$ cat src/rtl/axi_line_writer_pkg.sv
// Shared FSM states and AXI encodings for the cache line writer.
package axi_line_writer_pkg;

  typedef enum logic [2:0] {
    ST_IDLE,
    ST_AW,
    ST_W,
    ST_B,
    ST_DONE
  } state_t;

  localparam logic [7:0] AXI_LEN_4BEAT  = 8'd3;
  localparam logic [2:0] AXI_SIZE_4B    = 3'b010;
  localparam logic [1:0] AXI_BURST_INCR = 2'b01;
  localparam logic [1:0] AXI_RESP_OKAY  = 2'b00;

  localparam int LINE_WORDS = 4;

  // Word k of a 128-bit line sits in bits [32k+31:32k].
  function automatic logic [31:0] line_word(input logic [127:0] line,
                                            input logic [1:0]   idx);
    return line[{idx, 5'd0} +: 32];
  endfunction

endpackage

$ cat src/rtl/axi_line_writer.sv
// Drains one 128-bit write-buffer line as a 4-beat AXI INCR burst.
// Optional bounded re-issue of failed bursts: define AXI_LINE_WRITER_RETRY_EN.
module axi_line_writer
  import axi_line_writer_pkg::*;
#(
  parameter logic [3:0] AXI_ID    = 4'd1,
  parameter int         MAX_RETRY = 3
) (
  input  logic         clk,
  input  logic         rst,

  input  logic         wb_wen_i,
  input  logic [31:0]  wb_waddr_i,
  input  logic [127:0] wb_wdata_i,
  output logic         wb_done_o,
  output logic         wr_err_o,

  output logic [3:0]   awid_o,
  output logic [31:0]  awaddr_o,
  output logic [7:0]   awlen_o,
  output logic [2:0]   awsize_o,
  output logic [1:0]   awburst_o,
  output logic         awvalid_o,
  input  logic         awready_i,

  output logic [31:0]  wdata_o,
  output logic [3:0]   wstrb_o,
  output logic         wlast_o,
  output logic         wvalid_o,
  input  logic         wready_i,

  input  logic [3:0]   bid_i,
  input  logic [1:0]   bresp_i,
  input  logic         bvalid_i,
  output logic         bready_o
);

  state_t       r_state;
  logic [1:0]   r_cnt;
  logic [127:0] r_data;

  logic [3:0]   r_awid;
  logic [31:0]  r_awaddr;
  logic [7:0]   r_awlen;
  logic [2:0]   r_awsize;
  logic [1:0]   r_awburst;
  logic         r_awvalid;
  logic [31:0]  r_wdata;
  logic [3:0]   r_wstrb;
  logic         r_wlast;
  logic         r_wvalid;
  logic         r_bready;
  logic         r_done;
  logic         r_err;

  logic         w_resp_ok;

  assign w_resp_ok = (bresp_i == AXI_RESP_OKAY);

`ifdef AXI_LINE_WRITER_RETRY_EN
  localparam int RETRY_W = (MAX_RETRY < 1) ? 1 : $clog2(MAX_RETRY + 1);
  logic [RETRY_W-1:0] r_retry;
  logic               w_retry_left;
  logic               w_unused;

  assign w_retry_left = (r_retry < RETRY_W'(MAX_RETRY));
  assign w_unused     = ^bid_i;
`else
  logic w_unused;

  assign w_unused = ^{bid_i, 1'(MAX_RETRY)};
`endif

  // One register bank for state and every output; valids drop on async reset.
  always_ff @(posedge clk or negedge rst) begin
    if (!rst) begin
      r_state   <= ST_IDLE;
      r_cnt     <= 2'd0;
      r_data    <= '0;
      r_awid    <= '0;
      r_awaddr  <= '0;
      r_awlen   <= '0;
      r_awsize  <= '0;
      r_awburst <= '0;
      r_awvalid <= 1'b0;
      r_wdata   <= '0;
      r_wstrb   <= '0;
      r_wlast   <= 1'b0;
      r_wvalid  <= 1'b0;
      r_bready  <= 1'b0;
      r_done    <= 1'b0;
      r_err     <= 1'b0;
`ifdef AXI_LINE_WRITER_RETRY_EN
      r_retry   <= '0;
`endif
    end else begin
      r_done <= 1'b0;
      case (r_state)
        ST_IDLE: begin
          if (wb_wen_i) begin
            r_data    <= wb_wdata_i;
            r_awid    <= AXI_ID;
            r_awaddr  <= wb_waddr_i;
            r_awlen   <= AXI_LEN_4BEAT;
            r_awsize  <= AXI_SIZE_4B;
            r_awburst <= AXI_BURST_INCR;
            r_awvalid <= 1'b1;
            r_state   <= ST_AW;
          end
        end

        ST_AW: begin
          if (r_awvalid && awready_i) begin
            r_awvalid <= 1'b0;
            r_cnt     <= 2'd0;
            r_wdata   <= line_word(r_data, 2'd0);
            r_wstrb   <= 4'hF;
            r_wlast   <= 1'b0;
            r_wvalid  <= 1'b1;
            r_state   <= ST_W;
          end
        end

        ST_W: begin
          if (r_wvalid && wready_i) begin
            if (r_cnt == 2'(LINE_WORDS - 1)) begin
              r_wvalid <= 1'b0;
              r_wlast  <= 1'b0;
              r_bready <= 1'b1;
              r_state  <= ST_B;
            end else begin
              r_cnt   <= r_cnt + 2'd1;
              r_wdata <= line_word(r_data, r_cnt + 2'd1);
              r_wlast <= (r_cnt == 2'(LINE_WORDS - 2));
            end
          end
        end

        ST_B: begin
          if (r_bready && bvalid_i) begin
            r_bready <= 1'b0;
            if (w_resp_ok) begin
              r_done  <= 1'b1;
              r_state <= ST_DONE;
`ifdef AXI_LINE_WRITER_RETRY_EN
              r_retry <= '0;
`endif
            end else begin
              r_err <= 1'b1;
`ifdef AXI_LINE_WRITER_RETRY_EN
              // The AW payload registers still hold the captured line, so a retry only re-raises valid.
              if (w_retry_left) begin
                r_retry   <= r_retry + 1'b1;
                r_awvalid <= 1'b1;
                r_state   <= ST_AW;
              end else begin
                r_retry <= '0;
                r_done  <= 1'b1;
                r_state <= ST_DONE;
              end
`else
              r_done  <= 1'b1;
              r_state <= ST_DONE;
`endif
            end
          end
        end

        ST_DONE: begin
          r_state <= ST_IDLE;
        end

        default: begin
          r_state <= ST_IDLE;
        end
      endcase
    end
  end

  assign awid_o    = r_awid;
  assign awaddr_o  = r_awaddr;
  assign awlen_o   = r_awlen;
  assign awsize_o  = r_awsize;
  assign awburst_o = r_awburst;
  assign awvalid_o = r_awvalid;
  assign wdata_o   = r_wdata;
  assign wstrb_o   = r_wstrb;
  assign wlast_o   = r_wlast;
  assign wvalid_o  = r_wvalid;
  assign bready_o  = r_bready;
  assign wb_done_o = r_done;
  assign wr_err_o  = r_err;

endmodule

$ cat config.mk
export PLATFORM = sky130hd
export DESIGN_NAME = axi_line_writer
export DESIGN_NICKNAME = d
export VERILOG_FILES = /design/src/rtl/axi_line_writer_pkg.sv /design/src/rtl/axi_line_writer.sv
export SDC_FILE = /design/constraint.sdc
export NUM_CORES = 1
export LEC_CHECK = 0
export BUFFER_PORTS_ARGS = -buffer_cell sky130_fd_sc_hd__buf_2
export CORE_ASPECT_RATIO = 2
export CORE_MARGIN = 1.5
export CORE_UTILIZATION = 49
export CTS_BUF_LIST = sky130_fd_sc_hd__clkbuf_4
export DETAILED_ROUTE_END_ITERATION = 10
export PLACE_DENSITY = 0.79
export SLEW_MARGIN = 5
export SYNTH_ARGS = -nofsm -noshare
export SYNTH_HDL_FRONTEND = slang
export SYNTH_SLANG_ARGS = --single-unit
export TNS_END_PERCENT = 30
$ cat constraint.sdc
create_clock -name clk -period 2.4 [get_ports clk]
set_input_delay 0.12 -clock clk [delete_from_list [all_inputs] [get_ports clk]]
set_output_delay 0.12 -clock clk [all_outputs]
set_load 0.05 [all_outputs]
==> results of run 1 <==
## layout make-up
| class | instances | area (um^2) |
|---|---|---|
| flip-flops and latches | 205 | 5130 |
| fillers | 1183 | 5500 |
| inverters | 3 | 11.3 |
| clock inverters | 12 | 47.5 |
| well taps | 216 | 270 |
| clock buffers | 70 | 526 |
| multi-input cells | 445 | 3630 |
| repair buffers | 433 | 3180 |
| diodes | 2 | 5.00 |
## worst reg2reg max path, delay by kind of cell, from the launching register on
| family | cells | cell delay [ns] |
|---|---|---|
| AND/OR/NAND/NOR | 3 | 0.39 |
| buffers and inverters | 3 | 1.30 |
| flip-flops | 1 | 0.38 |
| AO/OA/AOI/OAI | 1 | 0.09 |
## synth_stat cells, types with 15 or more instances
library cell	instances
mux2_1	89
o21ai_0	36
mux2_2	102
dfrtp_1	205
clkbuf_1	15
nand2_1	39
nand2b_1	33
buf_2	20
nor2_1	36
buf_4	30
a222oi_1	31
a21oi_1	37
## registers in the layout (all words and copies together) (netlist names)
| register | count |
|---|---|
| wdata_o | 32 |
| wr_err_o | 1 |
| wvalid_o | 1 |
| wb_done_o | 1 |
| bready_o | 1 |
| wlast_o | 1 |
| awid_o | 1 |
| r_state | 3 |
| r_data | 128 |
| r_cnt | 2 |
| wstrb_o | 1 |
| awvalid_o | 1 |
| awaddr_o | 32 |
## what timing repair did
item                                    in CTS  in global routing
endpoints found under the hold margin      371                  0
hold buffers                               170                  0
endpoints found under the setup margin       0                  1
resized for setup                            0                  1
## stage by stage
step / setup WS (ns) / utilization / instances
2_1_floorplan: 0.120 / - / 724
3_3_place_gp: 0.404 / 0.575 / 1132
3_5_place_dp: 0.346 / 0.575 / 1132
4_1_cts: 0.136 / 0.699 / 1384
5_1_grt: 0.0256 / 0.699 / 1385
6_report: 0.119 / 0.700 / 1386
## worst paths after layout
check                                            start                       end  slack [ns]  cells after the start
worst max-delay path            r_state[1]$_DFFE_PN0P_       wlast_o$_DFFE_PN0P_        0.12                      7
worst max register to register  r_state[1]$_DFFE_PN0P_       wlast_o$_DFFE_PN0P_        0.12                      7
worst min-delay path                               rst       wb_done_o$_DFF_PN0_        0.05                      2
worst min register to register    wr_err_o$_DFFE_PN0P_      wr_err_o$_DFFE_PN0P_        0.46                      1
min in group clk                        wb_wdata_i[15]    r_data[15]$_DFFE_PN0P_        0.24                      3
max in group asynchronous                          rst  awaddr_o[24]$_DFFE_PN0P_        1.53                      3
## metal layers
layer | routed length [um] | global-route usage | share of wire | up-vias
li1 | - | - | - | 3399
met3 | 1500 | 0.0474 | 0.057 | 132
met2 | 14200 | 0.496 | 0.54 | 412
met1 | 8900 | 0.279 | 0.34 | 3720
met4 | 1860 | 0.188 | 0.070 | 0
met5 | 0 | 0 | 0 | -
## cells by family after synthesis
logic type               Yosys count  share of synthesized area
flip-flops                       205                      0.561
multiplexers                     193                      0.237
AND/OR/NAND/NOR                  126                     0.0679
AO/OA/AOI/OAI                    112                     0.0804
buffers and inverters             74                     0.0503
adder cells (fa/ha/maj)            2                    0.00274
other                              1                   0.000410
## power groups by stage
stage / logic (uW) / clock network [uW] / registers (uW)
detailed placement: 8890 / 0 / 6200
global route: 9970 / 2960 / 6460
global placement: 8700 / 0 / 6090
finish: 9390 / 2720 / 6270
floorplan: 4820 / 0 / 8060
CTS: 9170 / 2760 / 6140
## cells in the final DEF, fill, tap and decap left out, types with 9 or more instances in the layout
cell type / instances
o21ai_0: 36
clkbuf_4: 70
nor2_1: 35
buf_12: 9
a21oi_1: 37
mux2_2: 102
buf_2: 245
mux2_1: 89
nand2b_1: 33
conb_1: 12
dlygate4sd3_1: 170
dfrtp_1: 204
a222oi_1: 31
nand2_1: 39
==> summary.txt, run 1 <==
Clock network
  • Clock-pin slew of the registers on the worst-case setup and hold paths: 0.08 ns
  • H-tree levels: 2
  • CTS tree: built
  • Clock sink count: 205
  • Root buffer cell: clkbuf_4
  • Max clock buf depth: 3
  • Worst-skew pair later-pin latency: approximately 0.65 ns
  • Number of CTS-inserted buffers: 48
  • Post-CTS Setup Bufs: 0

Logic synthesis
  • Average cell area after synthesis: 12.8 um^2
  • Predominant post-synthesis flop cell: dfrtp_1
  • Post-synthesis sequential area ratio: 0.561
  • Yosys warns: 0
  • Top post-synthesis cells by area: dfrtp_1 (56%), mux2_2 (13%), mux2_1 (11%)
  • Yosys cell types: 34
  • Synth async-reset ratio: 1.00
  • EDFF count, synth: 0
  • Post-synth top area share: 0.561
  • Cell accounting for the most synthesized area: dfrtp_1
  • Synth Cell Area: about 9100 um^2
  • Syn Inst Count: 713
  • Synthesis-stage register bit count: 205

Setup path
  • Required @ worst endpoint: 2.94 ns
  • Crit. End Element: register
  • Slowest stage cell, crit path: dlygate4sd3_1
  • Most frequent CP cell: dlygate4sd3_1
  • Startpoint Class: register
  • Largest delay contributor family on the critical path: buffers and inverters
  • CP Data Arrival Time: 2.82 ns
  • Kind of critical path: register to register
  • Worst-path fanout max: 10
  • Critical-path cell list: buf_4 -> nor2_2 -> nand3_1 -> nand4_1 -> dlygate4sd3_1 -> a31oi_1 -> dlygate4sd3_1
  • Buffers plus inverters on the worst setup path: 3
  • Crit-path max cell delay: 0.57 ns

GRT
  • Antenna violations before repair: 1
  • Largest net degree at the start of global routing: 91
  • First-pass GRT wire length: 41900 um
  • All-layer global routing usage: 0.273
  • Grt total ovfl: 0
  • Number of global-route vias before repair: 8407

Floorplanning
  • Core footprint: 18300 um^2
  • Ports: 263
  • Row cnt: 70
  • Die height: 196 um
  • Initial Utilization: 0.500
  • Die ar.: approximately 20000 um^2
  • Die width: 99.6 um

Power
  • Overall Power: 18400 uW
  • Comb pwr share: 0.511
  • Clock network power share: 0.148
  • Worst vdd ir: between 900 and 1000 uV
  • Switch share: 0.440
  • Reg power frac: 0.341
  • Switch Pwr: 8090 uW
  • Leakage: 0.00581 uW
  • PD cells: 1440 nW/um^2
  • Int Pwr: 10300 uW

Final layout
  • Final-stage net count: 1310
  • Layout cells sized above 1: 0.384
  • Final non-filler cell area: 12800 um^2
  • Area growth syn-to-layout: 40.0%

Placement
  • Post-detail-place hpwl: 14400 um
  • Area after DPL: 10500 um^2
  • Port bufs: 246
  • Placer Congestion: 0.828

STA
  • Clock skew: approximately 0.032 ns
  • Fin. Hold Viols: 0
  • Slew HR: 0.595
  • Slew @ Worst Pin: 0.608 ns
  • Fin crit share: 0.951
  • Slew Viols, Final: 0
  • Post-layout min period: 2.28 ns
  • Hold WS: between 0.05 and 0.06 ns
  • RSZ-0062 raised after global routing: false
  • Peak Freq: between 400 and 500 MHz
  • Setup violators final: 0
  • Final setup TNS: 0 ns

Detailed routing
  • DRC viols: 0
  • Number of vias per cell: approximately 5.5
  • Routed len/inst: 19.1 um
  • Antenna viol nets, final: 0
  • Via count: between 7000 and 8000
  • DR pass1 iterations: 6
  • Total routed wirelength: 26400 um
  • Detailed Route Iter0 Violations: roughly 540

Status
  • Status: completed

Flow run
  • Max-cap check violation count: 0

Min path
  • Hold/Removal Path Class: input pin to asynchronous set/reset pin
Power figures use the tool's default switching activity.
==> run 2, diff against run 1 <==
==> constraint.sdc (replaced) <==
create_clock -name clk -period 2 [get_ports clk]
set_input_delay 0.4 -clock clk [delete_from_list [all_inputs] [get_ports clk]]
set_output_delay 0.4 -clock clk [all_outputs]
set_load 0.05 [all_outputs]
==> run 2 against run 1 <==
Clock power grew 24%. Cell count increased by 1.7%. Setup slack lost 0.11 ns. Design area grew 3.4%. Count of clock-buffer cells in the layout rose by 4. Sequential share of layout area decreased by 1.3 points. Critical path type unchanged. Largest power group unchanged.
==> summary.txt, run 2 (same netlist as run 1, synthesis figures left out) <==
Final layout
  • Fill count: 1128 (was 1183)
  • Commonest non-fill, non-tap cells in the layout: buf_2 (245), dfrtp_1 (203), dlygate4sd3_1 (160) (was buf_2 (245), dfrtp_1 (204), dlygate4sd3_1 (170))
  • Final-stage net count: 1325 (was 1310)
  • Layout cells sized above 1: 0.406 (was 0.384)
  • Area growth syn-to-layout: 44.8% (was 40.0%)
  • Largest Register: r_data (unchanged)
  • Max FFs per register: 128 (unchanged)
  • Commonest non-fill, non-tap cell in the layout: buf_2 (unchanged)
  • Multi-input gate area: 3640 um^2 (was 3630 um^2)
  • Reg area: 5130 um^2 (about the same)
  • Post-route insts no fill: 1410 (was 1386)

Setup path
  • Flop-to-flop setup slack: 0.01 ns (was 0.12 ns)
  • Kind of critical path: register to register (unchanged)
  • Worst R2R Path Depth: 6 (was 7)
  • Required @ worst endpoint: 2.49 ns (was 2.94 ns)
  • Worst r2r src: r_cnt[1]$_DFFE_PN0P_ (was r_state[1]$_DFFE_PN0P_)
  • Startpoint Class: register (unchanged)
  • R2r endpoint: wdata_o[20]$_DFFE_PN0P_ (was wlast_o$_DFFE_PN0P_)
  • Worst-path fanout max: 6 (was 10)
  • Crit. End Element: register (unchanged)
  • CP Data Arrival Time: 2.47 ns (was 2.82 ns)

Detailed routing
  • DRC viols: 0 (unchanged)
  • Detailed Route Iter0 Violations: 685 (was 542)
  • Via count: 7946 (was 7663)
  • Antenna viol nets, final: 0 (unchanged)
  • Routed len/inst: 20.7 um (was 19.1 um)
  • DR pass1 iterations: 10 (was 6)
  • Total routed wirelength: 29200 um (was 26400 um)
  • Number of vias per cell: 5.64 (was 5.53)

GRT
  • Grt total ovfl: 0 (unchanged)
  • First-pass GRT wire length: 43700 um (was 41900 um)
  • Number of global-route vias before repair: 8676 (was 8407)
  • All-layer global routing usage: 0.289 (was 0.273)
  • Largest net degree at the start of global routing: 53 (was 91)
  • Antenna violations before repair: 8 (was 1)

STA
  • Clock skew: 0.0458 ns (was 0.0324 ns)
  • Setup slack after layout: 0.0126 ns (was 0.119 ns)
  • Fin crit share: 0.994 (was 0.951)
  • Slew Viols, Final: 0 (unchanged)
  • Post-layout min period: 1.99 ns (was 2.28 ns)
  • Fin. Hold Viols: 0 (unchanged)
  • Hold WS: 0.0542 ns (was 0.0532 ns)
  • RSZ-0062 raised after global routing: true (was false)
  • Peak Freq: 503 MHz (was 438 MHz)
  • Setup violators final: 0 (unchanged)

Min path
  • Hold/Removal Path Class: input pin to register (was input pin to asynchronous set/reset pin)
  • Hold Path Stages: 2
  • Hold_sp: wb_wdata_i[119]
  • Worst Hold End: r_data[119]$_DFFE_PN0P_

Placement
  • Placer Congestion: 0.804 (was 0.828)
  • Port bufs: 246 (unchanged)
  • Setup WS pre-CTS: -0.0264 ns (was 0.346 ns)
  • Cell count after placement: 1143 (was 1132)
  • Post-detail-place hpwl: 15100 um (was 14400 um)

Clock network
  • H-tree levels: 2 (unchanged)
  • Max clock buf depth: 3 (unchanged)
  • Number of CTS-inserted buffers: 47 (was 48)
  • Worst-skew pair later-pin latency: 0.64 ns (was 0.65 ns)
  • CTS tree: built (unchanged)
  • Clock sink count: 205 (unchanged)
  • Clock-pin slew of the registers on the worst-case setup and hold paths: 0.07 ns (was 0.08 ns)
  • Root buffer cell: clkbuf_4 (unchanged)

Power
  • Overall Power: 23700 uW (was 18400 uW)
  • Leakage: 0.00602 uW (was 0.00581 uW)
  • PD cells: 1790 nW/um^2 (was 1440 nW/um^2)
  • Worst vdd ir: 1210 uV (was 993 uV)

Floorplanning
  • Die ar.: 19500 um^2 (unchanged)
  • Initial Utilization: 0.500 (unchanged)
  • Ports: 263 (unchanged)
  • Core footprint: 18300 um^2 (unchanged)
  • Die height: 196 um (unchanged)
  • Row cnt: 70 (unchanged)
  • Die width: 99.6 um (unchanged)

Status
  • Status: completed (unchanged)

Flow run
  • Max-cap check violation count: 0 (unchanged)
run 2: power by group:
part           leakage, uW  total (uW)  switching, uW  internal, uW
Combinational      0.00327       12600           7230          5400
Clock             0.000364        3370           1690          1680
Sequential         0.00239        7660           1390          6270
run 2: cell type report:
cell class                      count  area share
Timing Repair Buffer              449       0.270
Antenna cell                        8     0.00151
Inverter                            3    0.000850
Clock inverter                     10     0.00302
Multi-Input combinational cell    445       0.275
Tap cell                          216      0.0204
Sequential cell                   205       0.387
Clock buffer                       74      0.0419
run 2: routing by layer:
layer	part of all wire	track usage
met2	0.55	0.535
met4	0.065	0.208
met3	0.062	0.0481
met5	0	0
met1	0.32	0.281
run 2: critical path, cell delays in order, from the launching register on:
cell      delay, ns
dfrtp_1        0.43
ha_4           0.34
buf_6          0.13
buf_12         0.12
mux2_2         0.35
a222oi_1       0.33
a21oi_1        0.13
run 2: stage by stage:
| stage | area (um^2) | setup TNS, ns | utilization |
|---|---|---|---|
| after floorplan | 9200 | -0.315 | - |
| after global placement | 10700 | 0 | 0.585 |
| after detailed placement | 10700 | -0.0264 | 0.585 |
| after CTS | 13000 | -0.000794 | 0.709 |
| after global routing | 13200 | -0.271 | 0.724 |
| final | 13200 | 0 | 0.724 |
run 2: timing repair:
action                                  CTS  global route
hold buffers                            160             0
setup buffers                             1             7
endpoints found under the hold margin   204             0
gates resized for setup                   0            14
pin swaps                                 3            18
gates cloned                              2             5
endpoints found under the setup margin    8           123
run 2: worst max-delay path by stage:
stage,from,cells past startpoint,slack (ns),endpoint
4_1_cts,r_state[0]$_DFFE_PN0P_,5,-0.0008,r_data[16]$_DFFE_PN0P_
6_report,r_cnt[1]$_DFFE_PN0P_,6,0.01,wdata_o[20]$_DFFE_PN0P_
3_5_place_dp,r_cnt[0]$_DFFE_PN0P_,6,-0.03,wdata_o[18]$_DFFE_PN0P_
2_1_floorplan,r_cnt[0]$_DFFE_PN0P_,8,-0.03,wdata_o[19]$_DFFE_PN0P_
3_3_place_gp,r_cnt[0]$_DFFE_PN0P_,6,0.06,wdata_o[13]$_DFFE_PN0P_
5_1_grt,r_cnt[1]$_DFFE_PN0P_,8,-0.12,wdata_o[17]$_DFFE_PN0P_
==> run 3, diff against run 2 <==
- PLACE_DENSITY: 0.79 -> 0.77
==> run 3 against run 2 <==
Cell count fell by 0.50%. Clock power fell by 5%. First-iteration DRC count fell by 37%. Die area did not move. Maximum frequency rose by 1.5%. Global-route usage fell by 1.8 points. Power fell by 3.5%. Count of clock-buffer cells in the layout fell by 4. Design area fell by 1.2%. Utilization fell by 0.87 points. Critical path type unchanged. Critical endpoint is now wdata_o[1]$_DFFE_PN0P_. Largest power group unchanged.
==> summary.txt, run 3 (same netlist as run 1, synthesis figures left out) <==
Detailed routing
  • Antenna viol nets, final: 0 (unchanged)
  • Via count: 7720 (was 7946)
  • DRC viols: 0 (unchanged)
  • DR pass1 iterations: 7 (was 10)
  • Detailed Route Iter0 Violations: 430 (was 685)
  • Routed len/inst: 19.2 um (was 20.7 um)
  • Number of vias per cell: 5.50 (was 5.64)
  • Total routed wirelength: 26900 um (was 29200 um)

Setup path
  • CP Data Arrival Time: 2.45 ns (was 2.47 ns)
  • Worst-path fanout max: 6 (unchanged)
  • Kind of critical path: register to register (unchanged)
  • CP startpoint: r_cnt[1]$_DFFE_PN0P_ (unchanged)
  • Worst r2r src: r_cnt[1]$_DFFE_PN0P_ (unchanged)
  • Required @ worst endpoint: 2.49 ns (about the same)
  • Crit. End Element: register (unchanged)
  • Startpoint Class: register (unchanged)

Status
  • Status: completed (unchanged)

Floorplanning
  • Initial Utilization: 0.500 (unchanged)
  • Die ar.: 19500 um^2 (unchanged)
  • Core footprint: 18300 um^2 (unchanged)
  • Die height: 196 um (unchanged)
  • Ports: 263 (unchanged)
  • Die width: 99.6 um (unchanged)
  • Row cnt: 70 (unchanged)

GRT
  • Grt total ovfl: 0 (unchanged)
  • Largest net degree at the start of global routing: 71 (was 53)
  • Number of global-route vias before repair: 8471 (was 8676)
  • Antenna violations before repair: 3 (was 8)
  • First-pass GRT wire length: 41500 um (was 43700 um)
  • All-layer global routing usage: 0.270 (was 0.289)

Placement
  • Placer Congestion: 0.812 (was 0.804)
  • Port bufs: 246 (unchanged)
  • Setup WS pre-CTS: 0.0667 ns (was -0.0264 ns)
  • Post-detail-place hpwl: 14800 um (was 15100 um)

Clock network
  • Worst-skew pair later-pin latency: 0.64 ns (about the same)
  • CTS tree: built (unchanged)
  • Max clock buf depth: 3 (unchanged)
  • Clock-pin slew of the registers on the worst-case setup and hold paths: 0.07 ns (about the same)
  • Clock sink count: 205 (unchanged)
  • H-tree levels: 2 (unchanged)
  • Number of CTS-inserted buffers: 46 (was 47)
  • Root buffer cell: clkbuf_4 (unchanged)

Final layout
  • Commonest non-fill, non-tap cell in the layout: buf_2 (unchanged)
  • Largest Register: r_data (unchanged)
  • Fill count: 1138 (was 1128)
  • Max FFs per register: 128 (unchanged)
  • Final-stage net count: 1325 (unchanged)
  • Area growth syn-to-layout: 43.1% (was 44.8%)
  • Layout cells sized above 1: 0.397 (was 0.406)
  • Commonest non-fill, non-tap cells in the layout: buf_2 (245), dfrtp_1 (203), dlygate4sd3_1 (163) (was buf_2 (245), dfrtp_1 (203), dlygate4sd3_1 (160))

Power
  • Worst vdd ir: 1140 uV (was 1210 uV)
  • Leakage: 0.00595 uW (was 0.00602 uW)
  • PD cells: 1740 nW/um^2 (was 1790 nW/um^2)

STA
  • Peak Freq: 511 MHz (was 503 MHz)
  • Fin. Hold Viols: 0 (unchanged)
  • Slew Viols, Final: 0 (unchanged)
  • Post-layout min period: 1.96 ns (was 1.99 ns)
  • Slew @ Worst Pin: between 0.5 and 0.6 ns
  • Setup violators final: 0 (unchanged)
  • Slew HR: 0.649
  • Fin crit share: 0.979 (was 0.994)
  • Setup slack after layout: 0.0415 ns (was 0.0126 ns)
  • Final setup TNS: 0 ns (unchanged)
  • Hold WS: 0.0765 ns (was 0.0542 ns)
  • Clock skew: 0.0365 ns (was 0.0458 ns)

Min path
  • Hold/Removal Path Class: input pin to register (unchanged)
  • Hold_sp: bvalid_i (was wb_wdata_i[119])

Flow run
  • Max-cap check violation count: 0 (unchanged)
## run 3: stage by stage
stage	power (uW)	instance area (um^2)	instances	util
after floorplan	15500	9200	724	-
after global placement	17800	10700	1142	0.582
after detailed placement	18200	10700	1142	0.582
after CTS	21700	12900	1385	0.702
after global routing	24100	13100	1402	0.715
final	22800	13100	1403	0.715
## run 3: critical path, cell delays in order (launching register included)
cell and delay (ns):
dfrtp_1 0.43, ha_4 0.31, buf_6 0.14, buf_12 0.12
mux2_2 0.37, a222oi_1 0.34, a21oi_1 0.12
## run 3: layout make-up
cell class	instances	area [um^2]	share of cell area
multi-input combinational	445	3630	0.277
antenna	4	10.0	0.000765
clock inverter	10	37.5	0.00287
tap	216	270	0.0207
inverter	3	11.3	0.000861
clock buffer	70	526	0.0402
sequential	205	5130	0.392
timing repair buffer	450	3470	0.265
## run 3: worst paths after layout
kind	slack, ns	end	cells past startpoint
setup / recovery	0.04	wdata_o[1]$_DFFE_PN0P_	6
hold / removal	0.08	bready_o$_DFFE_PN0P_	4
setup reg to reg	0.04	wdata_o[1]$_DFFE_PN0P_	6
hold reg to reg	0.47	wr_err_o$_DFFE_PN0P_	1
max in group asynchronous	1.05	r_data[81]$_DFFE_PN0P_	3
min in group asynchronous	0.32	wr_err_o$_DFFE_PN0P_	2
## run 3: routing by layer
layer / vias up / routed length, um / track usage
met1: 3746 / 8870 / 0.271
met3: 121 / 1580 / 0.0481
met4: 0 / 1720 / 0.184
met5: - / 0 / 0
li1: 3440 / - / -
met2: 413 / 14800 / 0.495
## run 3: power breakdown
group          internal [uW]  leakage (uW)  switching [uW]
clock network           1590      0.000338            1610
registers               6270       0.00239            1280
logic                   5150       0.00322            6930
## run 3: what timing repair did
item	CTS	global route
endpoints found under the setup margin	0	17
hold endpoints to repair	207	0
setup buffers	0	9
resized for setup	0	10
hold buffers	163	0
